File: config.mk
export PLATFORM = sky130hd
export DESIGN_NAME = seq_mult_unit_flat
export DESIGN_NICKNAME = d
export VERILOG_FILES = /design/src/rtl/seq_mult_if.sv /design/src/rtl/seq_mult_unit.sv /design/src/flat_wrapper.sv
export SDC_FILE = /design/constraint.sdc
export NUM_CORES = 1
export LEC_CHECK = 0
export ABC_AREA = 1
export CORE_MARGIN = 5
export CORE_UTILIZATION = 60
export CTS_CLUSTER_DIAMETER = 200
export DETAILED_ROUTE_END_ITERATION = 12
export PLACE_DENSITY_LB_ADDON = 0.12
export RECOVER_POWER = 100
export SYNTH_ARGS = -nofsm -noshare
export SYNTH_HDL_FRONTEND = slang
export SYNTH_SLANG_ARGS = --single-unit
export TNS_END_PERCENT = 20
File: constraint.sdc
create_clock -name clock -period 4 [get_ports clock]
set_input_delay 1 -clock clock [delete_from_list [all_inputs] [get_ports clock]]
set_output_delay 1 -clock clock [all_outputs]
set_load 0.01 [all_outputs]
File: src/rtl/seq_mult_if.sv
// seq_mult_if
//   Operand/result channel between the operand-loading controller and the
//   sequential multiplier.
//
//   Handshake: the controller (master) raises start for one clock, with
//   is_signed/a/b valid in that same clock. The multiplier accepts it only
//   when busy is low (IDLE). A start seen while busy is high is dropped, not
//   queued. The multiplier (slave) raises done for exactly one clock when
//   product is valid, and product holds until the next result is written.
//   There is no back-pressure: the controller must take product while done
//   is high or read the held value later.
//
// Signals:
//   start      master->slave  request a multiply (1-cycle pulse)
//   is_signed  master->slave  1 = two's-complement operands
//   a, b       master->slave  multiplicand / multiplier, WIDTH bits
//   busy       slave->master  operation in progress
//   done       slave->master  1-cycle pulse, product valid
//   product    slave->master  2*WIDTH-bit result
interface seq_mult_if #(
   parameter int WIDTH = 16
);
   logic                   start;
   logic                   is_signed;
   logic [WIDTH-1:0]       a;
   logic [WIDTH-1:0]       b;
   logic                   busy;
   logic                   done;
   logic [2*WIDTH-1:0]     product;

   modport master (
      output start, is_signed, a, b,
      input  busy, done, product
   );

   modport slave (
      input  start, is_signed, a, b,
      output busy, done, product
   );
endinterface

File: src/rtl/seq_mult_unit.sv
// seq_mult_unit
//   Radix-2 shift-add multiplier, one partial product per clock. Signed
//   operands are reduced to magnitudes, multiplied unsigned, and the result
//   is negated at the end when the operand signs differ.
//   Latency is WIDTH+1 clocks from the accepting start edge to done.
//
// Ports:
//   clock        rising-edge clock
//   reset        asynchronous, active-low
//   bus          seq_mult_if slave side (start/is_signed/a/b in,
//                busy/done/product out)
//   debug_state  current FSM state (0 IDLE, 1 CALC, 2 FIX)
module seq_mult_unit #(
   parameter int WIDTH = 16
) (
   input  logic        clock,
   input  logic        reset,
   seq_mult_if.slave   bus,
   output logic [1:0]  debug_state
);

   localparam int CW = $clog2(WIDTH + 1);

   typedef enum logic [1:0] {
      S_IDLE = 2'd0,
      S_CALC = 2'd1,
      S_FIX  = 2'd2
   } state_t;

   state_t               state;
   state_t               state_next;

   logic [WIDTH-1:0]     mcand;
   logic [WIDTH-1:0]     mplier;
   logic                 neg;
   // Upper WIDTH+1 bits hold the running sum plus its carry; the lower
   // WIDTH bits collect finished product bits as the register shifts right.
   logic [2*WIDTH:0]     acc;
   logic [CW-1:0]        count;
   logic                 done_q;
   logic [2*WIDTH-1:0]   product_q;

   logic [WIDTH-1:0]     a_mag;
   logic [WIDTH-1:0]     b_mag;
   logic [WIDTH:0]       hi_sum;
   logic [2*WIDTH-1:0]   result;

   // Operand conditioning and per-step arithmetic.
   always_comb begin
      a_mag  = (bus.is_signed && bus.a[WIDTH-1]) ? -bus.a : bus.a;
      b_mag  = (bus.is_signed && bus.b[WIDTH-1]) ? -bus.b : bus.b;
      // After every shift acc[2*WIDTH] is 0, so this sum cannot overflow.
      hi_sum = acc[2*WIDTH:WIDTH] + (mplier[0] ? {1'b0, mcand} : '0);
      // Negating zero gives zero, so no special case for a zero product.
      result = neg ? -acc[2*WIDTH-1:0] : acc[2*WIDTH-1:0];
   end

   // FSM state register.
   always_ff @(posedge clock or negedge reset) begin
      if (!reset) begin
         state <= S_IDLE;
      end else begin
         state <= state_next;
      end
   end

   // FSM next-state logic.
   always_comb begin
      state_next = state;
      case (state)
         S_IDLE:  if (bus.start) state_next = S_CALC;
         S_CALC:  if (count == CW'(1)) state_next = S_FIX;
         S_FIX:   state_next = S_IDLE;
         default: state_next = S_IDLE;
      endcase
   end

   // Datapath.
   always_ff @(posedge clock or negedge reset) begin
      if (!reset) begin
         mcand     <= '0;
         mplier    <= '0;
         neg       <= 1'b0;
         acc       <= '0;
         count     <= '0;
         done_q    <= 1'b0;
         product_q <= '0;
      end else begin
         done_q <= 1'b0;
         case (state)
            S_IDLE: begin
               if (bus.start) begin
                  mcand  <= a_mag;
                  mplier <= b_mag;
                  neg    <= bus.is_signed & (bus.a[WIDTH-1] ^ bus.b[WIDTH-1]);
                  acc    <= '0;
                  count  <= CW'(WIDTH);
               end
            end
            S_CALC: begin
               acc    <= {1'b0, hi_sum, acc[WIDTH-1:1]};
               mplier <= mplier >> 1;
               count  <= count - CW'(1);
            end
            S_FIX: begin
               product_q <= result;
               done_q    <= 1'b1;
            end
            default: ;
         endcase
      end
   end

   assign bus.busy    = (state != S_IDLE);
   assign bus.done    = done_q;
   assign bus.product = product_q;
   assign debug_state = state;

endmodule

File: src/flat_wrapper.sv
// flat-port wrapper written by rule: the top's interface ports become plain ports
module seq_mult_unit_flat 
#(
   parameter int WIDTH = 16
)
  (clock, reset, debug_state, bus_start, bus_is_signed, bus_a, bus_b, bus_busy, bus_done, bus_product);
  seq_mult_if #(.WIDTH(WIDTH)) bus_i ();
  input  logic clock;
  input  logic reset;
  output logic [1:0] debug_state;
  input wire logic [$bits(bus_i.start)-1:0] bus_start;
  input wire logic [$bits(bus_i.is_signed)-1:0] bus_is_signed;
  input wire logic [$bits(bus_i.a)-1:0] bus_a;
  input wire logic [$bits(bus_i.b)-1:0] bus_b;
  output wire logic [$bits(bus_i.busy)-1:0] bus_busy;
  output wire logic [$bits(bus_i.done)-1:0] bus_done;
  output wire logic [$bits(bus_i.product)-1:0] bus_product;
  assign bus_i.start = bus_start;
  assign bus_i.is_signed = bus_is_signed;
  assign bus_i.a = bus_a;
  assign bus_i.b = bus_b;
  assign bus_busy = bus_i.busy;
  assign bus_done = bus_i.done;
  assign bus_product = bus_i.product;
  seq_mult_unit #(.WIDTH(WIDTH)) u_core (.clock(clock), .reset(reset), .bus(bus_i), .debug_state(debug_state));
endmodule
Word level (Yosys, flattened, before mapping)
Index checks and enable logic that the tools add are counted.
{"block": "op_classes", "add_sub_neg": 5, "n_eq_ne": 5, "n_mux": 14, "bitwise": 2, "reduce_logical": 8}
{"operator": "$pmux W33 S2", "n": 1}
{"operator": "$mux W16", "n": 4}
{"operator": "$mux W33", "n": 1}
{"operator": "$mux W32", "n": 1}
{"operator": "$neg A16 Y16", "n": 2}
{"operator": "$neg A32 Y32", "n": 1}
{"operator": "$pmux W16 S2", "n": 1}
{"operator": "$add A17 B17 Y17", "n": 1}
{"operator": "$pmux W5 S2", "n": 1}
{"operator": "$reduce_and A2 Y1", "n": 3}
{"operator": "$eq A5 B1 Y1 const B", "n": 1}
{"operator": "$mux W5", "n": 1}
{"operator": "$sub A5 B1 Y5 const B", "n": 1}
{"operator": "$mux W2", "n": 2}
{"operator": "$pmux W2 S2", "n": 1}
{"operator": "$reduce_bool A2 Y1", "n": 2}
{"operator": "$eq A2 B1 Y1 const B", "n": 1}
{"operator": "$eq A2 B2 Y1 const B", "n": 1}
{"operator": "$logic_and A1 B1 Y1", "n": 2}
{"operator": "$logic_not A2 Y1", "n": 1}
{"operator": "$ne A2 B1 Y1 const B", "n": 1}
{"operator": "$ne A2 B2 Y1 const B", "n": 1}
{"operator": "$and A1 B1 Y1", "n": 1}
{"operator": "$mux W1", "n": 1}
{"operator": "$xor A1 B1 Y1", "n": 1}
{"block": "totals", "register_bits": 106, "inputBits": 36}

Longest topological paths before layout
{"block": "logic_depth", "word_depth": 4, "ltp_mapped": 17, "ltp_nobuf": 15}

Least setup slack after synthesis
Ideal clock, no wire load.
{"block": "synth_path", "kind": "reg2reg", "startpoint": "reg u_core.mplier[0]", "endpoint": "reg u_core.acc[25]", "setup_time_ns": 0.117, "arrival_time_ns": 2.151, "setup_slack_ns": 1.732, "path_stages_with_launch": 18, "path_buffers": 2, "synth_period_minus_slack_ns": 2.268, "path_cell_list": "dfrtp_1 clkbuf_1 clkbuf_1 nand2_1 inv_1 ha_1 inv_1 fa_1 inv_1 nand3_1 nand2_1 nand2_1 nand2_1 nand3_1 nand2_1 nand2_1 nand3_1 nand2_1"}
{"block": "synth_between", "elab_chain_len": 3}
{"item": "start, declared", "line": "seq_mult_unit.sv:34", "rtl": "logic [WIDTH-1:0] mplier;"}
{"item": "start signal, assigned", "line": "seq_mult_unit.sv:94", "rtl": "mplier <= b_mag;"}
{"item": "start signal, assigned", "line": "seq_mult_unit.sv:102", "rtl": "mplier <= mplier >> 1;"}
{"item": "$mux W16", "line": "seq_mult_unit.sv:53", "rtl": "hi_sum = acc[2*WIDTH:WIDTH] + (mplier[0] ? {1'b0, mcand} : '0);"}
{"item": "$add A17 B17 Y17", "line": "seq_mult_unit.sv:53"}
{"item": "$pmux W33 S2", "line": "seq_mult_unit.sv:90", "rtl": "case (state)"}
{"item": "end signal, assigned", "line": "seq_mult_unit.sv:101", "rtl": "acc <= {1'b0, hi_sum, acc[WIDTH-1:1]};"}
{"item": "end, declared", "line": "seq_mult_unit.sv:38", "rtl": "logic [2*WIDTH:0] acc;"}
Every way passes these cells.
A chain may end at the register's enable or synchronous reset.

Worst setup path after layout
{"block": "layout_path", "startpoint": "in bus_start", "endpoint": "reg u_core.mplier[6]"}
{"block": "layout_between", "elab_chain_len": 2}
{"item": "start, declared", "line": "flat_wrapper.sv:11", "rtl": "input wire logic [$bits(bus_i.start)-1:0] bus_start;"}
{"item": "$ne A2 B2 Y1 (no line)"}
{"item": "$reduce_and A2 Y1 (no line)"}
Every way passes these cells.

==> flow_summary.json <==
{
  "maxCapViolCount": 1,
  "io_pins": 72,
  "status": "complete, but fails checks",
  "p_sw_share_pct": 46.6,
  "die_h_um": 113,
  "crit_arrival_ps": 3040,
  "clock_sinks": 105,
  "drive_gt1_share_pct": 2.85,
  "antenna_found_initial": 0,
  "synth_area_per_cell_um2": 7.23,
  "final_cell_mix": "nand2_1, dfrtp_1, inv_1",
  "r2r_cells": 5,
  "fillers": 876,
  "fin_crit_ps": 2800,
  "p_per_area_nw_per_um2": 726,
  "crit_path_max_incr_delay_ps": 520,
  "worst_hold_path.num_cells": 2,
  "place_inst": 1069,
  "worstHoldEndpoint": "u_core.bus.product[22]",
  "finalClockSkew_ps": 14.3,
  "grt.overflow.total": 0,
  "slew_violations": 37,
  "grt_max_degree": 49,
  "cts_root_buffer": "clkbuf_8",
  "die_w_um": 113,
  "core-area_um2": 10400,
  "synth_top_cell_by_area": "dfrtp_1",
  "ir_worst_vdd_v": 0.000296,
  "cts_setup_buffers": 0,
  "grt_pass1_wl_um": 25100,
  "cpMaxStageDelayCell": "dlygate4sd3_1",
  "drtAntennaViolNets": 0,
  "finalWirelength_um": 14700,
  "syn_to_final_growth_pct": 14.9,
  "worst_slew_pin_slew_ps": 1800,
  "fin_crit_sh_pct": 70.1,
  "crit_required_ps": 4240,
  "multiInputGateArea_um2": 3260,
  "yosys_warnings": 0,
  "worst-path-max-fanout": 27,
  "maxSlewHeadroom_pct": -20.1,
  "setup_violations": 0,
  "p_clk_share_pct": 12.0,
  "worst_skew_pair.late_latency_ps": 370,
  "drt_pass1_iterations": 5,
  "grt_usage_pct": 23.5,
  "ff2ff_setup_slack_ps": 1280,
  "start_kind": "input port",
  "fmax_ghz": 0.357,
  "final.setup.tns_ps": 0,
  "crit_type": "input port to register",
  "crit_family": "buffers and inverters",
  "ys_seq_elements": 105,
  "yosysSeqAreaShare_pct": 41.1,
  "synthCells": 885,
  "cts_tree": "yes",
  "p_switching_mw": 2.49,
  "leakage_nw": 3.63,
  "cp_num_buf_inv": 3,
  "seqCellArea_um2": 2630,
  "r2r_start": "u_core.debug_state[0]",
  "wl_per_cell_um": 13.5,
  "final_common_cell": "nand2_1",
  "yosys.cell_types.count": 36,
  "netlist_top_cells_area": "dfrtp_1, nand2_1, o21ai_0, nand3_1, inv_1",
  "final_cells": 1084,
  "start_util_pct": 61.7,
  "hold_viol": 0,
  "vias": 5962,
  "p_int_mw": 2.85,
  "io_buffers": 71,
  "place.gp.congestion": 0.967,
  "final_nets": 1002,
  "clk_pin_slew_worst_paths_ps": 90,
  "rr_endpoint": "u_core.bus.product[11]",
  "drc_errors": 0,
  "hpwlAfterDp_um": 11300,
  "htreeDepth": 3,
  "netlist_area_um2": 6400,
  "grt_setup_unrepaired": "false",
  "crit_path_end_kind": "register",
  "die_area_um2": 12800,
  "share_comb_of_total_power_pct": 52.7,
  "via_per_inst": 5.50,
  "cts_buffers": 9,
  "min-delay-start": "u_core.bus.product[22]",
  "cts_resized": 0,
  "holdCritPathClass": "register to register",
  "power_frac_seq_pct": 35.3,
  "cts_buffer_depth": 2,
  "n_antenna_cell": 0,
  "drtIter0Drc": 478,
  "yosysTopAreaCellShare_pct": 41.1,
  "cp_cell_sequence": "dlygate4sd3_1 > nand2_1 > nand2_2 > buf_4 > inv_1 > a22oi_1 > o21ai_0",
  "whs_ps": 478,
  "postCtsHoldBufs": 0,
  "failed_checks": "capacitance limit, slew limit",
  "syn_nets": 943,
  "rows": 37,
  "grt_pass1_vias": 5631
}
cell families after synthesis:
group           Yosys count  synth area share (%)
compound gates          156                  13.5
flops                   105                  41.1
fa+ha+maj                22                  4.42
mux                       1                 0.156
xor+xnor                 26                  3.56
buf+inv                 129                  7.94
simple gates            446                  29.3
per-stage QoR:
| stage | power [mW] | instance area (um2) | setup WS [ps] | util (%) |
|---|---|---|---|---|
| detailed placement | 4.74 | 7190 | 1220 | 69.3 |
| global placement | 4.62 | 7190 | 1310 | 69.3 |
| finish | 5.34 | 7350 | 1200 | 70.9 |
| global route | 5.84 | 7350 | 715 | 70.9 |
| CTS | 5.39 | 7370 | 1500 | 71.1 |
| floorplan | 3.89 | 6400 | 1730 | - |
power by group through the flow:
stage | combinational (mW) | clock, mW | sequential [mW]
2_1_floorplan | 2.09 | 0 | 1.80
3_3_place_gp | 2.74 | 0 | 1.88
3_5_place_dp | 2.84 | 0 | 1.90
4_1_cts | 2.85 | 0.652 | 1.88
5_1_grt | 3.20 | 0.694 | 1.95
6_report | 2.81 | 0.640 | 1.89
how the worst max path moves through the flow:
stage                                     start                endpoint  cells past startpoint
after floorplan                u_core.mplier[0]          u_core.acc[25]                     17
after global placement                bus_start       u_core.mplier[10]                      7
after detailed placement              bus_start        u_core.mplier[3]                      7
after CTS                 u_core.debug_state[0]                bus_busy                      3
after global routing                      reset  u_core.bus.product[24]                      2
final                                 bus_start        u_core.mplier[6]                      7
flip-flops by register name (all words and copies together), names as in the netlist:
signal and cells:
u_core.bus.done 1, u_core.neg 1, u_core.debug_state 2, u_core.bus.product 32, u_core.mplier 16, u_core.count 5, u_core.mcand 16, u_core.acc 32
worst min-delay path: cells and delay by family, from the launching register on:
| family | cells | cell delay, ps |
|---|---|---|
| DFF | 1 | 350 |
| and+or+nand+nor | 2 | 100 |
Yosys cell counts:
cell type,count
nand2_1,257
dfrtp_1,105
inv_1,98
o21ai_0,84
nor2_1,76
nand3_1,74
a21oi_1,25
ha_1,21
o22ai_1,21
xor2_1,21
nand4_1,15
a22oi_1,14
buf_2,13
clkbuf_1,13
nand3b_1,6
a31oi_1,5
xnor2_1,5
nand2_2,4
inv_2,3
nor2_2,3
nor3_1,3
buf_4,2
nor4_1,2
o211ai_1,2
o21ai_2,2
and2_1,1
and3_1,1
fa_1,1
mux2i_1,1
nor2_4,1
nor3_2,1
o21a_1,1
o21ai_1,1
o31ai_1,1
or2_1,1
or2_2,1
layer usage:
metal,track usage [%],part of all wire [%],vias to the layer above,routed length [um]
li1,-,-,3024,-
met1,32.5,46,2705,6730
met2,39.0,46,212,6810
met3,2.14,5.9,21,871
met4,8.09,1.7,0,252
met5,0,0,-,0
area by class of cell:
class,count,share of cell area (%)
clock buffer,11,1.79
timing repair buffer,76,9.94
sequential,105,35.8
tap,136,2.32
multi-input combinational,651,44.3
clock inverter,4,0.715
inverter,101,5.16
(Power assumes the default switching activity.)
